### config.mk
export PLATFORM = sky130hd
export DESIGN_NAME = pipe_hazard_ctrl
export DESIGN_NICKNAME = d
export VERILOG_FILES = /design/src/rtl/pipe_ctrl_pkg.sv /design/src/rtl/hazard_match.sv /design/src/rtl/pipe_hazard_ctrl.sv
export SDC_FILE = /design/constraint.sdc
export NUM_CORES = 1
export LEC_CHECK = 0
export ABC_CLOCK_PERIOD_IN_PS = 2000
export CAP_MARGIN = 5
export CORE_ASPECT_RATIO = 1.5
export CORE_MARGIN = 8
export CORE_UTILIZATION = 57
export DETAILED_ROUTE_END_ITERATION = 6
export DONT_BUFFER_PORTS = 1
export HOLD_SLACK_MARGIN = 0.03
export PLACE_DENSITY = 0.86
export SLEW_MARGIN = 30
export SYNTH_ARGS = -nofsm -noshare
export SYNTH_HDL_FRONTEND = slang
export SYNTH_SLANG_ARGS = --single-unit
### constraint.sdc
create_clock -name clk -period 2 [get_ports clk]
set_clock_uncertainty 0.2 [all_clocks]
set_input_delay 0.4 -clock clk [delete_from_list [all_inputs] [get_ports clk]]
set_output_delay 0.4 -clock clk [all_outputs]
set_load 0.05 [all_outputs]
### src/rtl/pipe_ctrl_pkg.sv
// Shared types for the pipeline sequencing / hazard controller.
// PIPE_HAZARD_FWD_EN selects operand forwarding (FWD_EN=1) versus stall-until-writeback.
package pipe_ctrl_pkg;

    typedef enum logic [1:0] {
        INIT,
        WARM,
        RUN
    } ctrl_state_t;

    localparam int FWD_RF    = 0;
    // Tag destination field is sized for the widest register index we support.
    localparam int DST_MAX_W = 8;

`ifdef PIPE_HAZARD_FWD_EN
    localparam bit FWD_EN = 1'b1;
`else
    localparam bit FWD_EN = 1'b0;
`endif

    typedef struct packed {
        logic                 valid;
        logic                 we;
        logic                 load;
        logic [DST_MAX_W-1:0] dst;
    } stage_tag_t;

endpackage

### src/rtl/hazard_match.sv
// Priority match of one source register against all in-flight stage tags.
// Readiness limits depend on PIPE_HAZARD_FWD_EN (via pipe_ctrl_pkg::FWD_EN).
module hazard_match
    import pipe_ctrl_pkg::*;
#(
    parameter int STAGES         = 5,
    parameter int ALU_RDY_STAGE  = 1,
    parameter int LOAD_RDY_STAGE = 3,
    parameter int SW             = $clog2(STAGES + 1)
) (
    input  logic                    use_src,
    input  logic [DST_MAX_W-1:0]    src,
    input  stage_tag_t [STAGES-1:0] tags,
    output logic                    hit,
    output logic [SW-1:0]           stage_idx,
    output logic                    needs_stall
);
    // Without forwarding no in-flight producer is ever ready.
    localparam int ALU_LIM  = FWD_EN ? ALU_RDY_STAGE  : STAGES;
    localparam int LOAD_LIM = FWD_EN ? LOAD_RDY_STAGE : STAGES;

    int   hit_k;
    logic hit_load;

    always_comb begin
        hit      = 1'b0;
        hit_k    = 0;
        hit_load = 1'b0;
        // Oldest to youngest, so the youngest match overwrites the rest.
        for (int k = STAGES - 1; k >= 0; k--) begin
            if (use_src && tags[k].valid && tags[k].we && (tags[k].dst == src)) begin
                hit      = 1'b1;
                hit_k    = k;
                hit_load = tags[k].load;
            end
        end
        stage_idx   = SW'(hit_k);
        needs_stall = hit && (hit_k < (hit_load ? LOAD_LIM : ALU_LIM));
    end

endmodule

### src/rtl/pipe_hazard_ctrl.sv
// Pipeline sequencing, hazard stall, forwarding select and branch flush control.
// Forwarding is enabled by defining PIPE_HAZARD_FWD_EN.
//
//   state | meaning
//   INIT  | load reset vector into PC, hold issue
//   WARM  | fetch path filling for FETCH_LAT cycles, no issue
//   RUN   | normal issue with hazard / branch handling
module pipe_hazard_ctrl
    import pipe_ctrl_pkg::*;
#(
    parameter int STAGES         = 5,
    parameter int REG_W          = 4,
    parameter int BR_STAGE       = 1,
    parameter int ALU_RDY_STAGE  = 1,
    parameter int LOAD_RDY_STAGE = 3,
    parameter int FETCH_LAT      = 2,
    localparam int SW            = $clog2(STAGES + 1)
) (
    input  logic                 clk,
    input  logic                 rst_n,
    input  logic                 instr_valid,
    input  logic [3*REG_W-1:0]   src_idx,
    input  logic [2:0]           src_use,
    input  logic [REG_W-1:0]     dst_idx,
    input  logic                 dst_we,
    input  logic                 is_load,
    input  logic                 br_taken,
    output logic                 sel_pc_init,
    output logic                 stall,
    output logic                 issue,
    output logic [STAGES-1:0]    stage_valid,
    output logic [STAGES-1:0]    flush,
    output logic [3*SW-1:0]      fwd_sel
);
    localparam int SQ_W = $clog2(FETCH_LAT + 1);
    localparam logic [STAGES-1:0] FLUSH_MASK = STAGES'((1 << BR_STAGE) - 1);

    ctrl_state_t             state, state_nxt;
    stage_tag_t [STAGES-1:0] tags;
    stage_tag_t              new_tag;
    logic [SQ_W-1:0]         sq_cnt, sq_cnt_nxt;
    logic                    squashing, br_kill;
    logic [2:0]              hit, needs_stall;
    logic [SW-1:0]           hit_stage [3];

    assign br_kill   = br_taken & tags[BR_STAGE].valid;
    assign squashing = (sq_cnt != '0);
    assign flush     = br_kill ? FLUSH_MASK : '0;
    assign new_tag   = '{valid: 1'b1, we: dst_we, load: is_load, dst: DST_MAX_W'(dst_idx)};

    for (genvar s = 0; s < 3; s++) begin : g_src
        hazard_match #(
            .STAGES         (STAGES),
            .ALU_RDY_STAGE  (ALU_RDY_STAGE),
            .LOAD_RDY_STAGE (LOAD_RDY_STAGE),
            .SW             (SW)
        ) u_match (
            .use_src     (src_use[s]),
            .src         (DST_MAX_W'(src_idx[s*REG_W +: REG_W])),
            .tags        (tags),
            .hit         (hit[s]),
            .stage_idx   (hit_stage[s]),
            .needs_stall (needs_stall[s])
        );
    end

    always_comb begin
        stage_valid = '0;
        for (int k = 0; k < STAGES; k++) stage_valid[k] = tags[k].valid;
    end

    always_comb begin
        state_nxt   = state;
        sel_pc_init = 1'b0;
        stall       = 1'b0;
        issue       = 1'b0;
        sq_cnt_nxt  = squashing ? sq_cnt - SQ_W'(1) : sq_cnt;
        case (state)
            INIT: begin
                sel_pc_init = 1'b1;
                stall       = 1'b1;
                sq_cnt_nxt  = SQ_W'(FETCH_LAT);
                state_nxt   = WARM;
            end
            // Warm-up reuses the squash down-counter loaded in INIT.
            WARM: if (sq_cnt == SQ_W'(1)) state_nxt = RUN;
            RUN: begin
                stall = instr_valid & ~squashing & ~br_kill & (|needs_stall);
                issue = instr_valid & ~squashing & ~br_kill & ~stall;
            end
            default: state_nxt = INIT;
        endcase
        if (br_kill) sq_cnt_nxt = SQ_W'(FETCH_LAT);
    end

    always_comb begin
        fwd_sel = '0;
        for (int s = 0; s < 3; s++) begin
            if (FWD_EN && (state == RUN) && !stall && !squashing && hit[s] && !needs_stall[s])
                fwd_sel[s*SW +: SW] = hit_stage[s] + SW'(1);
        end
    end

    always_ff @(posedge clk or negedge rst_n) begin
        if (!rst_n) begin
            state  <= INIT;
            sq_cnt <= '0;
            tags   <= '0;
        end else begin
            state   <= state_nxt;
            sq_cnt  <= sq_cnt_nxt;
            tags[0] <= issue ? new_tag : '0;
            // Younger stages hit by a branch become bubbles instead of advancing.
            for (int k = 1; k < STAGES; k++)
                tags[k] <= flush[k-1] ? '0 : tags[k-1];
        end
    end

endmodule

==> results.cfg <==
[routing]
firstDrtPassIters = 4
final_antenna_net_count = 0
drc = 0
via_count = 1401
wl_per_cell_um = 19.4
viasPerCell = 5.52
postRouteWirelength_um = 4920
drt_iter0_markers = 37

[global_routing]
grt_pass1_vias = 1584
antenna_found_initial = 0
track_usage_pct = 17.7
grt_max_degree = 35
grt_pass1_wl_um = 7600
grt_remaining_overflow = 0

[floorplan]
rows = 26
die_area_sq_mm = 0.00577
start_util_pct = 59.5
core-area_sq_mm = 0.00342
die_h_um = 89.1
die_w_um = 64.7
io_pins = 47

[clock_network]
htree_num_levels = 2
cts_sinks = 34
clockBufferDepth = 2
clkTransAtPathRegs_ns = 0.07
cts_tree = done
cts_root_buffer = clkbuf_8
cts_buffers = 5
clk_latency_ns = 0.29

[logic_synthesis]
synth_area_per_cell_sq_um = 10.3
synth_top_family_by_area = XOR/XNOR gates
yosysUniqueCellTypes = 23
async_reset_ff_share_pct = 100
ys_ff_latch = 34
yosysWarnings = 0
yosys.area_share.simple_pct = 16.0
synth_edf_count = 0
synthMuxAreaShare_pct = 0
synth_compound_area_share_pct = 1.17
synthXorXnorAreaFrac_pct = 26.3
syn_inst = 198
synth_area_sq_mm = 0.00203
ys_seq_area_share_pct = 41.9
ys.flop_type = dfrtp_1
synthAdderAreaFrac_pct = 1.23

[power]
powerDensity_mw_per_mm2 = 1020
p_leak_nw = 1.13
power.switching_mw = 0.867
power_frac_comb_pct = 32.0
p_int_mw = 1.49
pwr-share-clk_pct = 26.9
ir_drop_uv = 1150
p_sw_share_pct = 36.7
seq_power_share_pct = 41.1

[hold_path]
min_path_cells = 2
hold_path_class = input port to flop

[sta]
timing.final.crit_share_pct = 125
hold_viol_final = 0
rsz0062_at_grt = true
fin_ws_ns = -0.501
period_minus_slack_ns = 2.50
max_freq_ghz = 0.400
setup_violations = 4
timing.setup.tns_ns = -1.01
drv_slew = 0

[cells_and_area]
drive_above_1_share_pct = 19.8
area.growth.synth_to_final_pct = 14.0
post-route-util_pct = 67.8
finalNetCount = 238
n_antenna_cell = 0

[placement]
port_buffers = 0
gp_congestion = 0.882
hpwlAfterDp_um = 3670

[setup_path]
arrival_ns = 1.90
cp_slowest_cell = dfrtp_1
critPathRequiredTime_ns = 1.40
r2r_cells = 9
worstSetupEndpointType = output port
worstSetupPathType = flop to output port
path_max_fanout = 4
slowest_delay_ns = 0.42
rrSetupSlack_ns = -0.02
critPathLaunchType = flop
path_cells = buf_4, xor2_1, nor4_1, nor3_1, nand4_1, buf_6, a21o_4

[outcome]
outcome = complete, but fails checks
violations = setup timing

[job]
drv_cap = 0
[metal layers]
metal	GRT usage [%]	routed length (um)
met1	15.0	1540
met2	34.6	2910
met3	6.27	342
met4	9.16	131
met5	0	0
[power by group through the flow]
stage,combinational [mW],clock (mW),sequential (mW)
after CTS,0.724,0.648,0.968
after global placement,0.664,0,0.963
after floorplan,0.592,0,0.949
after global routing,0.816,0.673,0.993
final,0.756,0.634,0.970
after detailed placement,0.683,0,0.979
[registers in the layout, indices dropped and copies added, names as in the netlist]
signal,cells
tags,25
state,2
sq_cnt,2
stage_valid,5
[final cells by class]
class	instances	area [sq um]
fill	269	1100
clock buffer	5	68.8
multi-input combinational	136	1020
timing repair buffer	25	240
sequential	34	853
tap	42	52.6
clock inverter	3	45.0
inverter	9	37.5
[Yosys cell counts, types with 3 or more instances]
cell type	instances	area, sq um
nand4_1	16	100
nand2_1	3	11.3
nor2_1	3	11.3
xor2_1	46	403
nor4_1	18	113
and2_1	5	31.3
nor3_1	7	35.0
buf_4	23	173
buf_2	4	20.0
dfrtp_1	34	851
xnor2_1	15	131
inv_1	9	33.8
[cell usage in the layout (no fill, tap or decap), types with 2 or more instances in the layout]
master and n:
buf_12 2, nor3_1 2, nor4_2 2, clkbuf_8 5, nand3_1 2, nor2_1 2, nor4_1 16, xor2_1 46
and2_1 5, conb_1 13, inv_1 8, xnor2_1 15, buf_4 14, buf_6 4, dfrtp_2 2, dlygate4sd3_1 5
ha_1 2, dfrtp_1 32, o21ai_0 2, clkinvlp_4 3, nand2_1 2, nor3_2 4, nand4_1 16
[what timing repair did]
action	CTS	global route
buffers inserted	0	2
pin swaps	7	4
gates resized for setup	5	11
endpoints found under the setup margin	5	8
endpoints found under the hold margin	38	0
hold buffers	6	0
[through the flow]
| stage | hold WS [ns] | power [mW] | instance area (sq um) | setup WS (ns) | instances |
|---|---|---|---|---|---|
| 4_1_cts | 0.0430 | 2.34 | 2250 | -0.528 | 252 |
| 6_report | 0.0570 | 2.36 | 2310 | -0.501 | 254 |
| 3_5_place_dp | -0.0949 | 1.66 | 2050 | -0.206 | 238 |
| 3_3_place_gp | -0.0946 | 1.63 | 2050 | -0.185 | 238 |
| 2_1_floorplan | -0.0956 | 1.54 | 2100 | -0.270 | 210 |
| 5_1_grt | 0.0503 | 2.48 | 2310 | -0.600 | 254 |
[kinds of logic (layout without fill, tap and decap cells)]
group                    Yosys count  in the layout
other                              1             13
adder cells (fa/ha/maj)            2              2
buffers and inverters             40             42
AO/OA/AOI/OAI                      4              4
XOR/XNOR                          61             61
flip-flops                        34             34
AND/OR/NAND/NOR                   56             56
[final timing paths]
kind / startpoint / end
worst max register to register: tags[2] / tags[0]
worst min register to register: tags[42] / tags[53]
worst max-delay path: tags[2] / stall
worst min-delay path: dst_we / tags[9]
min in group asynchronous: rst_n / sq_cnt[1]
max in group asynchronous: rst_n / tags[35]
[worst max-delay path, delay by kind of cell (launching register included)]
| family | cells | cell delay, ns |
|---|---|---|
| AOI/OAI and AO/OA | 1 | 0.27 |
| xor gates and xnor gates | 1 | 0.21 |
| buffers and inverters | 2 | 0.33 |
| DFF | 1 | 0.42 |
| and+or+nand+nor | 3 | 0.38 |
(Power assumes the default switching activity.)
